**src/rtl/cmp_pkg.sv**
```systemverilog
// cmp_pkg: shared channel state type and select-width helper for cmp_match_unit.
package cmp_pkg;
    typedef enum logic {DISARMED, ARMED} chan_state_t;
    function automatic int sel_width(input int n);
        return (n > 1) ? $clog2(n) : 1;
    endfunction
endpackage

```
**src/rtl/cmp_channel.sv**
```systemverilog
// cmp_channel: one reference/mask/state register set with a masked equality compare.
module cmp_channel
    import cmp_pkg::*;
#(
    parameter int WIDTH = 8
) (
    input  logic             clk,
    input  logic             rst,
    input  logic             wr_en,
    input  logic [WIDTH-1:0] wr_ref,
    input  logic [WIDTH-1:0] wr_mask,
    input  logic             cmp_valid,
    input  logic [WIDTH-1:0] cmp_data,
    output logic             hit
);
    chan_state_t      state;
    logic [WIDTH-1:0] ref_word;
    logic [WIDTH-1:0] mask_word;
    always_ff @(posedge clk) begin
        if (rst) begin
            state     <= DISARMED;
            ref_word  <= '0;
            mask_word <= '0;
        end else if (wr_en) begin
            state     <= (|wr_mask) ? ARMED : DISARMED;
            ref_word  <= wr_ref;
            mask_word <= wr_mask;
        end
    end
    // hit is combinational on the current registers, so a same-cycle write sees the old values
    assign hit = (state == ARMED) && cmp_valid && ~|((cmp_data ^ ref_word) & mask_word);
endmodule

```
**src/rtl/cmp_match_unit.sv**
```systemverilog
// cmp_match_unit: multi-channel masked compare unit with registered match, 74x521-style any_match_n and sticky hits.
// Define CMP_HIT_COUNTER_EN to add the saturating hit_count output.
module cmp_match_unit
    import cmp_pkg::*;
#(
    parameter int WIDTH     = 8,
    parameter int CHANNELS  = 4,
    parameter int CNT_WIDTH = 8
) (
    input  logic                           clk,
    input  logic                           rst,
    input  logic                           wr_en,
    input  logic [sel_width(CHANNELS)-1:0] wr_sel,
    input  logic [WIDTH-1:0]               wr_ref,
    input  logic [WIDTH-1:0]               wr_mask,
    input  logic                           cmp_valid,
    input  logic [WIDTH-1:0]               cmp_data,
    input  logic                           clr_sticky,
    output logic [CHANNELS-1:0]            match,
    output logic                           any_match_n,
`ifdef CMP_HIT_COUNTER_EN
    output logic [CHANNELS-1:0]            sticky,
    output logic [CNT_WIDTH-1:0]           hit_count
`else
    output logic [CHANNELS-1:0]            sticky
`endif
);
    localparam int SW = sel_width(CHANNELS);
    logic [CHANNELS-1:0] hit;
    for (genvar i = 0; i < CHANNELS; i++) begin : g_ch
        cmp_channel #(.WIDTH(WIDTH)) u_ch (
            .clk       (clk),
            .rst       (rst),
            .wr_en     (wr_en && (wr_sel == SW'(i))),
            .wr_ref    (wr_ref),
            .wr_mask   (wr_mask),
            .cmp_valid (cmp_valid),
            .cmp_data  (cmp_data),
            .hit       (hit[i])
        );
    end
    always_ff @(posedge clk) begin
        if (rst) begin
            match       <= '0;
            any_match_n <= 1'b1;
            sticky      <= '0;
        end else begin
            match       <= hit;
            any_match_n <= ~|hit;
            sticky      <= (sticky & {CHANNELS{~clr_sticky}}) | hit;
        end
    end
`ifdef CMP_HIT_COUNTER_EN
    // a hit in the clearing cycle restarts the count at one
    always_ff @(posedge clk) begin
        if (rst)
            hit_count <= '0;
        else if (|hit)
            hit_count <= clr_sticky ? CNT_WIDTH'(1) : (&hit_count ? hit_count : hit_count + 1'b1);
        else if (clr_sticky)
            hit_count <= '0;
    end
`endif
endmodule

```
**config.mk**
```make
export PLATFORM = sky130hd
export DESIGN_NAME = cmp_match_unit
export DESIGN_NICKNAME = d
export VERILOG_FILES = /design/src/rtl/cmp_pkg.sv /design/src/rtl/cmp_channel.sv /design/src/rtl/cmp_match_unit.sv
export SDC_FILE = /design/constraint.sdc
export NUM_CORES = 1
export LEC_CHECK = 0
export CORE_ASPECT_RATIO = 2
export CORE_MARGIN = 1
export CORE_UTILIZATION = 30
export DETAILED_ROUTE_END_ITERATION = 6
export PLACE_DENSITY = 0.46
export SYNTH_ARGS = -nofsm -noshare
export SYNTH_HDL_FRONTEND = slang
export SYNTH_SLANG_ARGS = --single-unit
export TNS_END_PERCENT = 100
```
**constraint.sdc**
```tcl
create_clock -name clk -period 4 [get_ports clk]
set_input_delay 0.6 -clock clk [delete_from_list [all_inputs] [get_ports clk]]
set_output_delay 0.6 -clock clk [all_outputs]
set_load 0.05 [all_outputs]
```
==> run summary, run 1 <==
CP endpoint kind -> flop
post-CTS setup buffer count -> 0
Synth area leader -> dfxtp_1
Non-Filler Instances -> 549
fmax -> 475 MHz
port bufs -> 39
vias in the first global route -> 2,482
Final ANT Viol Nets -> 0
vias -> 2,641
layout cells sized above 1 -> 6.04%
synth top area cells -> dfxtp_1 (49%), nand2_1 (16%), a21oi_1 (12%)
P_leak -> 1.43 nW
Mean Syn Cell Area -> 8.21 sq um
hold buffers post-CTS -> 0
WL per Instance -> 16.8 um
Inst Count DP -> 533
drt drc -> 0
vias per cell -> 4.81
maximum VDD drop -> 224 uV
worst r2r src -> g_ch[1].u_ch.ref_word[7]
clock latency on the worst-skew pair -> 330 ps
slowest cell on the critical path -> nand3b_1
routed wire length -> 9240 um
CTS buffer count -> 9
Post-Syn Area -> 3120 sq um
Max Slew Vio Count -> 0
end of the worst hold path -> g_ch[0].u_ch.mask_word[0]
# diodes -> 0
hold path depth -> 2
CTS tree -> yes
dpl ws -> 1500 ps
Initial DRT Pass Iterations -> 4
EDFF count, synth -> 0
Sum Neg Setup Slack -> 0 ps
outcome -> finished clean
Setup CP Type -> input port to flop
CP cell instances -> clkdlybuf4s50_1 -> nand3b_1 -> nand2_1 -> a21oi_1
flop and latch count out of synthesis -> 77
std cell rows -> 52
crit-path max cell delay -> 690 ps
Fin. Hold Viols -> 0
fraction of registers with async set/reset -> 0%
die area -> 10,800 sq um
GRT Util Overall -> 18.5%
Area Overhead vs Synth -> 25.8%
Core Area -> 10,100 sq um
CP arrival -> 2280 ps
Critical Path Source Type -> input port
DR iter-0 viols -> 148
HP Start -> g_ch[0].u_ch.mask_word[0]
io pins -> 40
most common cell in the netlist -> nand2_1
Tightest Pin Transition -> 953 ps
final worst slack -> 1890 ps
Worst R2R Path Depth -> 5
Fillers -> 1,063
# clock sinks -> 77
Mapped Cells -> 380
H-tree level count -> 3
initial antenna violation count -> 0
RSZ-0062 raised after global routing -> no
GP Congestion -> 0.750
Die X -> 74.1 um
Worst Path Buf+Inv -> 1
max cap viols -> 0
Initial Utilization -> 30.9%
final hold slack -> 454 ps
first-pass GRT wire length -> 14,200 um
Max Root-Sink Buffers -> 2
post-cts sizing count -> 0
syn nets -> 411
Setup Skew -> 6.62 ps
post-synth top area share -> 49.4%
die height -> 146 um
clock slew seen by the registers of the worst setup and hold paths -> 60 ps
Core Util, Final -> 38.9%
Final Setup Violations -> 0
Reg2Reg Capture Point -> any_match_n
Congestion Overflow GR -> 0
minimum clock period -> 2110 ps
sequential-to-total area share from yosys stat -> 49.4%
synth cell count leaders -> nand2_1 (133), dfxtp_1 (77), a21oi_1 (72)
Top delay family on crit path -> simple AND/OR/NAND/NOR gates
number of distinct library cells after synthesis -> 25
pwr dens -> 486 nW/um^2
Min-Delay Path Class -> flop to flop
Post-synth top flop -> dfxtp_1
final net count -> 440
Worst EP required -> 4180 ps
fin crit share -> 52.7%
largest fanout on the critical path -> 16
worst reg2reg setup slack -> 2440 ps
root buffer cell -> clkbuf_16
Relative slew margins -> 36.4%
Detailed Place HPWL -> 6310 um
largest net degree at the start of global routing -> 47
Yosys warning total -> 0
[per-stage QoR]
step                      cell area [sq um]  power (mW)
after floorplan                        3120       0.912
after global placement                 3580       0.995
after detailed placement               3580       0.997
after CTS                              3920        1.93
after global routing                   3920        1.97
final                                  3920        1.91
[how the worst max path moves through the flow]
| stage | startpoint | end | slack, ps | depth (start not counted) |
|---|---|---|---|---|
| 2_1_floorplan | wr_sel[0] | g_ch[0].u_ch.mask_word[0] | 2340 | 6 |
| 3_3_place_gp | cmp_data[7] | any_match_n | 1550 | 6 |
| 3_5_place_dp | wr_sel[0] | g_ch[1].u_ch.mask_word[5] | 1500 | 4 |
| 4_1_cts | wr_sel[0] | g_ch[1].u_ch.mask_word[5] | 1870 | 4 |
| 5_1_grt | wr_en | g_ch[0].u_ch.state | 1700 | 4 |
| 6_report | wr_sel[0] | g_ch[1].u_ch.mask_word[5] | 1890 | 4 |
[report_power, final]
part | internal (mW) | total [mW] | switching [mW]
Clock | 0.614 | 0.928 | 0.314
Sequential | 0.793 | 0.807 | 0.0145
Combinational | 0.0656 | 0.170 | 0.105
[layout make-up]
cell class,instances,area (sq um),share of cell area (%)
repair buffers,40,393,10.0
clock buffers,13,280,7.14
flip-flops and latches,77,1540,39.3
well taps,135,169,4.30
clock inverters,3,65.1,1.66
multi-input cells,281,1480,37.6
[tightest hold or removal path: cells and delay by family (launching register included)]
family           cells  cell delay (ps)
AO/OA/AOI/OAI        1               50
flip-flops           1              300
AND/OR/NAND/NOR      1               50
[logic make-up (layout without fill, tap and decap cells)]
group	after synthesis	count (layout)	synth area share, %
AO/OA/AOI/OAI	89	89	17.0
XOR/XNOR	32	32	8.99
buffers and inverters	22	56	3.25
flip-flops	77	77	49.4
AND/OR/NAND/NOR	160	160	21.3
[placed cells by master (no fill, tap or decap), drive strengths merged]
cell type | Yosys | final
or4 | 2 | 2
a211oi | 4 | 4
bufinv | 0 | 2
and3 | 1 | 1
nand3b | 1 | 1
clkdlybuf4s50 | 0 | 38
a22o | 4 | 4
clkbuf | 12 | 13
xor2 | 32 | 32
nand2 | 133 | 133
a41o | 1 | 1
buf | 10 | 2
nand2b | 4 | 4
nor3b | 1 | 1
nor2 | 10 | 10
a221oi | 4 | 4
or2 | 1 | 1
and3b | 1 | 1
a21oi | 72 | 72
dfxtp | 77 | 77
clkinv | 0 | 1
or3b | 1 | 1
nand3 | 5 | 5
a222oi | 4 | 4
[routing by layer]
layer / vias up / wire, um / global-route usage [%]
met1: 1239 / 3690 / 21.1
li1: 1321 / - / -
met4: 0 / 333 / 10.4
met2: 67 / 4930 / 31.5
met5: - / 0 / 0
met3: 14 / 275 / 3.04
[registers in the layout (all words and copies together), names as in the netlist]
name,flops
g_ch.u_ch.mask_word,32
g_ch.u_ch.ref_word,32
g_ch.u_ch.state,4
match,4
sticky,4
any_match_n,1
Power figures use the tool's default switching activity.
==> run 2: changes to the inputs <==
--- a/config.mk
+++ b/config.mk
@@ -9,7 +9,7 @@
 export CORE_MARGIN = 1
 export CORE_UTILIZATION = 30
 export DETAILED_ROUTE_END_ITERATION = 6
-export PLACE_DENSITY = 0.46
+export PLACE_DENSITY = 0.47
 export SYNTH_ARGS = -nofsm -noshare
 export SYNTH_HDL_FRONTEND = slang
 export SYNTH_SLANG_ARGS = --single-unit
==> constraint.sdc (replaced) <==
create_clock -name clk -period 1.71 [get_ports clk]
set_input_delay 0.2565 -clock clk [delete_from_list [all_inputs] [get_ports clk]]
set_output_delay 0.2565 -clock clk [all_outputs]
set_load 0.05 [all_outputs]
==> run summary, run 2 (same netlist as run 1, synthesis figures left out) <==
outcome -> finished clean
Area Overhead vs Synth -> 34.8%
layout cells sized above 1 -> 14.2% (+8.1 points)
Fillers -> 1,044 (-1.8%)
Tightest Pin Transition -> 517 ps (-436 ps)
Detailed Place HPWL -> 6840 um (+8.4%)
io pins -> 40 (unchanged)
Fin. Hold Viols -> 0 (unchanged)
die height -> 146 um (unchanged)
Reg2Reg Capture Point -> any_match_n
post-CTS setup buffer count -> 0 (unchanged)
HP Start -> rst
fin crit share -> 94.9%
clock latency on the worst-skew pair -> 340 ps (about the same)
end of the worst hold path -> match[0]
maximum VDD drop -> 478 uV (+110%)
largest net degree at the start of global routing -> 26 (-45%)
worst r2r src -> g_ch[3].u_ch.ref_word[3]
H-tree level count -> 3 (unchanged)
most frequent cells in the layout -> nand2_1 (133), dfxtp_1 (77), a21oi_1 (72)
Final ANT Viol Nets -> 0 (unchanged)
WL per Instance -> 16.3 um (-3.3%)
Setup CP Type -> input port to flop
# clock sinks -> 77 (unchanged)
dpl ws -> -336 ps (-1840 ps)
final net count -> 471 (+7.0%)
Critical Path Source Type -> input port
top flop regs -> g_ch.u_ch.mask_word x32, g_ch.u_ch.ref_word x32
Core Util, Final -> 41.7% (+2.8 points)
Congestion Overflow GR -> 0 (unchanged)
vias -> 2,712 (+2.7%)
Setup Skew -> 8.12 ps (+1.50 ps)
worst reg2reg setup slack -> 210 ps (-2230 ps)
# diodes -> 0 (unchanged)
largest fanout on the critical path -> 4 (-12)
port bufs -> 39 (unchanged)
Relative slew margins -> 65.5% (+29 points)
DR iter-0 viols -> 134 (-9.5%)
Max Root-Sink Buffers -> 2 (unchanged)
Core Area -> 10,100 sq um (unchanged)
Min-Delay Path Class -> input port to flop
CP endpoint kind -> flop
max cap viols -> 0 (unchanged)
minimum clock period -> 1620 ps
Final Setup Violations -> 0 (unchanged)
clock slew seen by the registers of the worst setup and hold paths -> 60 ps (about the same)
fmax -> 616 MHz
pwr dens -> 1020 nW/um^2 (+110%)
RSZ-0062 raised after global routing -> no
Worst R2R Path Depth -> 5 (unchanged)
vias in the first global route -> 2,750 (+11%)
post-cts sizing count -> 2 (+2)
Initial DRT Pass Iterations -> 4 (unchanged)
hold buffers post-CTS -> 0 (unchanged)
Worst EP required -> 1940 ps (-2240 ps)
vias per cell -> 4.68 (-2.8%)
initial antenna violation count -> 0 (unchanged)
routed wire length -> 9440 um (+2.2%)
die area -> 10,800 sq um (unchanged)
GRT Util Overall -> 19.6% (+1.0 points)
Pwr Total -> 4.28 mW (+120%)
crit path from -> cmp_data[6]
CTS buffer count -> 9 (unchanged)
CP arrival -> 1850 ps (-430 ps)
GP Congestion -> 0.813 (+8.3%)
Max Slew Vio Count -> 0 (unchanged)
Die X -> 74.1 um (unchanged)
CTS tree -> yes
drt drc -> 0 (unchanged)
root buffer cell -> clkbuf_16
first-pass GRT wire length -> 15,100 um (+6.8%)
std cell rows -> 52 (unchanged)
Initial Utilization -> 30.9% (unchanged)
P_leak -> 1.63 nW (+14%)
hold path depth -> 2 (unchanged)
final worst slack -> 87.2 ps (-1810 ps)
commonest non-fill, non-tap cell in the layout -> nand2_1
[run 2: cell types whose count changed in the layout (fill, tap and decap cells not counted), sizes merged]
cell	previous run	this run
buf	2	39
bufinv	2	1
clkbuf	13	9
clkdlybuf4s50	38	28
clkinv	1	2
clkinvlp	0	2
dlygate4sd2	0	2
dlymetal6s2s	0	2
inv	0	2
[run 2: worst max-delay path by stage]
stage / cells past startpoint / slack, ps / to
4_1_cts: 1 / 9 / match[3]
2_1_floorplan: 5 / 390 / any_match_n
6_report: 6 / 90 / any_match_n
3_3_place_gp: 6 / -340 / any_match_n
5_1_grt: 6 / 20 / any_match_n
3_5_place_dp: 6 / -340 / any_match_n
[run 2: final cells by class]
cell class / instances / area [sq um] / area share [%]
Timing Repair Buffer: 71 / 713 / 17.0
Clock inverter: 7 / 72.6 / 1.73
Multi-Input combinational cell: 281 / 1480 / 35.2
Sequential cell: 77 / 1540 / 36.7
Clock buffer: 9 / 225 / 5.36
Tap cell: 135 / 169 / 4.02
[run 2: worst max-delay path, cell delays in order]
cell and delay [ps]:
clkdlybuf4s50_1 500, xor2_1 190, a222oi_1 400, buf_4 180
nand3_2 90, a41o_1 250
[run 2: metal layers]
layer,wire (um),part of all wire (%),track usage [%]
met1,3590,38,21.7
met3,334,3.5,3.45
met5,0,0,0
met4,474,5.0,12.0
met2,5040,53,33.3
[run 2: metrics by stage]
stage	std cells	setup TNS, ps	area, sq um	hold slack, ps
after CTS	580	0	4190	368
after detailed placement	564	-2390	3900	448
after floorplan	380	0	3120	392
final	580	0	4200	381
after global routing	580	0	4200	417
after global placement	564	-2520	3900	443
[run 2: power by group]
group	internal (mW)	leakage [nW]	switching, mW
sequential	1.85	0.626	0.0355
combinational	0.212	0.866	0.256
clock	1.13	0.142	0.786
==> run 3: changes to the inputs <==
--- a/config.mk
+++ b/config.mk
@@ -6,8 +6,8 @@
 export NUM_CORES = 1
 export LEC_CHECK = 0
 export CORE_ASPECT_RATIO = 2
-export CORE_MARGIN = 1
 export CORE_UTILIZATION = 30
+export CTS_BUF_LIST = sky130_fd_sc_hd__clkbuf_4 sky130_fd_sc_hd__clkbuf_8
 export DETAILED_ROUTE_END_ITERATION = 6
 export PLACE_DENSITY = 0.47
 export SYNTH_ARGS = -nofsm -noshare
==> run summary, run 3 (same netlist as run 1, synthesis figures left out) <==
outcome -> finished clean
fin crit share -> 96.2% (+1.3 points)
std cell rows -> 52 (unchanged)
Congestion Overflow GR -> 0 (unchanged)
Tightest Pin Transition -> 504 ps (-12.9 ps)
# diodes -> 0 (unchanged)
clock slew seen by the registers of the worst setup and hold paths -> 80 ps (+20 ps)
Sw Share -> 27.0% (+1.8 points)
Fin. Hold Viols -> 0 (unchanged)
most frequent cells in the layout -> nand2_1 (133), dfxtp_1 (77), a21oi_1 (72)
CP endpoint kind -> flop
commonest non-fill, non-tap cell in the layout -> nand2_1
post-route cell area -> 4090 sq um (-2.7%)
met1 wire length -> 3520 um (-1.9%)
crit-path max cell delay -> 590 ps (+90 ps)
Critical Path Source Type -> input port
highest routed metal layer -> met4
largest net degree at the start of global routing -> 26 (unchanged)
Top delay family on crit path -> buffers and inverters
Clk pwr share -> 37.3% (-7.6 points)
Final Setup Violations -> 0 (unchanged)
Final ANT Viol Nets -> 0 (unchanged)
clock latency on the worst-skew pair -> 360 ps (+20 ps)
Sequential Power Share -> 50.3% (+6.1 points)
largest fanout on the critical path -> 4 (unchanged)
Worst EP required -> 1970 ps (+30 ps)
Setup Skew -> 9.31 ps (+1.19 ps)
Worst Path Buf+Inv -> 2 (unchanged)
Relative slew margins -> 66.4% (+0.86 points)
Core Util, Final -> 40.5% (-1.1 points)
vias per cell -> 4.67 (-0.22%)
routed wire length -> 9430 um (-0.14%)
CP arrival -> 1900 ps (+50 ps)
met2 WL -> 5130 um (+1.7%)
top flop regs -> g_ch.u_ch.mask_word x32, g_ch.u_ch.ref_word x32
Initial Utilization -> 30.9% (unchanged)
post-CTS setup buffer count -> 0 (unchanged)
initial antenna violation count -> 0 (unchanged)
Min-Delay Path Class -> input port to flop
Int Pwr -> 2.74 mW (-14%)
fmax -> 608 MHz (-1.4%)
GP Congestion -> 0.813 (unchanged)
Max Root-Sink Buffers -> 2 (unchanged)
final net count -> 471 (unchanged)
io pins -> 40 (unchanged)
vias in the first global route -> 2,756 (+0.22%)
Post-DP Area -> 3900 sq um (unchanged)
layout cells sized above 1 -> 13.9% (-0.22 points)
die height -> 146 um (unchanged)
max cap viols -> 0 (unchanged)
maximum VDD drop -> 408 uV (-15%)
slowest cell on the critical path -> clkdlybuf4s50_1
Net Sw Power -> 1.01 mW (-6.0%)
root buffer cell -> clkbuf_8
pwr dens -> 918 nW/um^2 (-9.8%)
WL per Instance -> 16.3 um (-0.14%)
minimum clock period -> 1650 ps (+22.7 ps)
drt drc -> 0 (unchanged)
H-tree level count -> 3 (unchanged)
# clock sinks -> 77 (unchanged)
Initial DRT Pass Iterations -> 4 (unchanged)
Area Overhead vs Synth -> 31.1%
P_leak -> 1.56 nW (-4.4%)
Setup CP Type -> input port to flop
Detailed Place HPWL -> 6840 um (unchanged)
GRT Util Overall -> 19.5% (-0.056 points)
CTS buffer count -> 9 (unchanged)
DR iter-0 viols -> 134 (unchanged)
WL met3 -> 359 um (+7.5%)
die area -> 10,800 sq um (unchanged)
Core Area -> 10,100 sq um (unchanged)
Max Slew Vio Count -> 0 (unchanged)
CTS tree -> yes
Die X -> 74.1 um (unchanged)
RSZ-0062 raised after global routing -> no
first-pass GRT wire length -> 15,100 um (-0.46%)
vias -> 2,706 (-0.22%)
CP cell instances -> clkdlybuf4s50_1 -> xor2_1 -> a222oi_1 -> buf_4 -> nand3_2 -> a41o_1
Comb pwr share -> 12.4% (+1.4 points)
port bufs -> 39 (unchanged)
## run 3: cell types whose count changed in the layout (fill, tap and decap cells not counted), sizes merged
cell,change
dlygate4sd2,+1
dlymetal6s2s,-2
clkdlybuf4s50,+1
## run 3: area by class of cell
| cell class | instances | area (sq um) |
|---|---|---|
| Fill cell | 1043 | 6000 |
| Sequential cell | 77 | 1540 |
| Multi-Input combinational cell | 281 | 1480 |
| Timing Repair Buffer | 71 | 707 |
| Tap cell | 135 | 169 |
| Clock buffer | 9 | 124 |
| Clock inverter | 7 | 72.6 |
## run 3: through the flow
step	setup TNS, ps	worst slack, ps	cells	hold WS, ps	power, mW
floorplan	0	394	380	392	2.13
global placement	-2520	-339	564	443	2.40
detailed placement	-2390	-336	564	448	2.41
CTS	0	49.9	580	340	3.82
global route	0	25.8	580	382	3.92
finish	0	64.5	580	347	3.76
## run 3: path summary, 6_finish.rpt
check	from	to	slack [ps]	cells past startpoint
hold / removal	rst	match[0]	350	2
setup / recovery	cmp_data[3]	any_match_n	60	6
setup reg to reg	g_ch[1].u_ch.ref_word[7]	any_match_n	190	5
hold reg to reg	g_ch[0].u_ch.mask_word[5]	g_ch[0].u_ch.mask_word[5]	460	2
## run 3: timing repair
action                                  in CTS  in global routing
gates resized for setup                      3                  0
endpoints found under the setup margin       3                  0
hold buffers                                 0                  0
## run 3: worst register-to-register path: stages, from the launching register on
cell and delay [ps]:
dfxtp_1 330, xor2_1 170, a22o_1 240, a221oi_2 270, nand3_1 170, a41o_1 240
## run 3: power by group through the flow
stage	clock (mW)	sequential, mW	combinational, mW
2_1_floorplan	0	1.94	0.192
3_3_place_gp	0	1.93	0.474
3_5_place_dp	0	1.93	0.475
4_1_cts	1.45	1.89	0.476
5_1_grt	1.51	1.89	0.511
6_report	1.40	1.89	0.467
## run 3: per-layer routing
layer	global-route usage (%)	up-vias
met4	11.5	0
li1	-	1383
met3	3.45	18
met1	21.5	1233
met5	0	-
met2	33.6	72
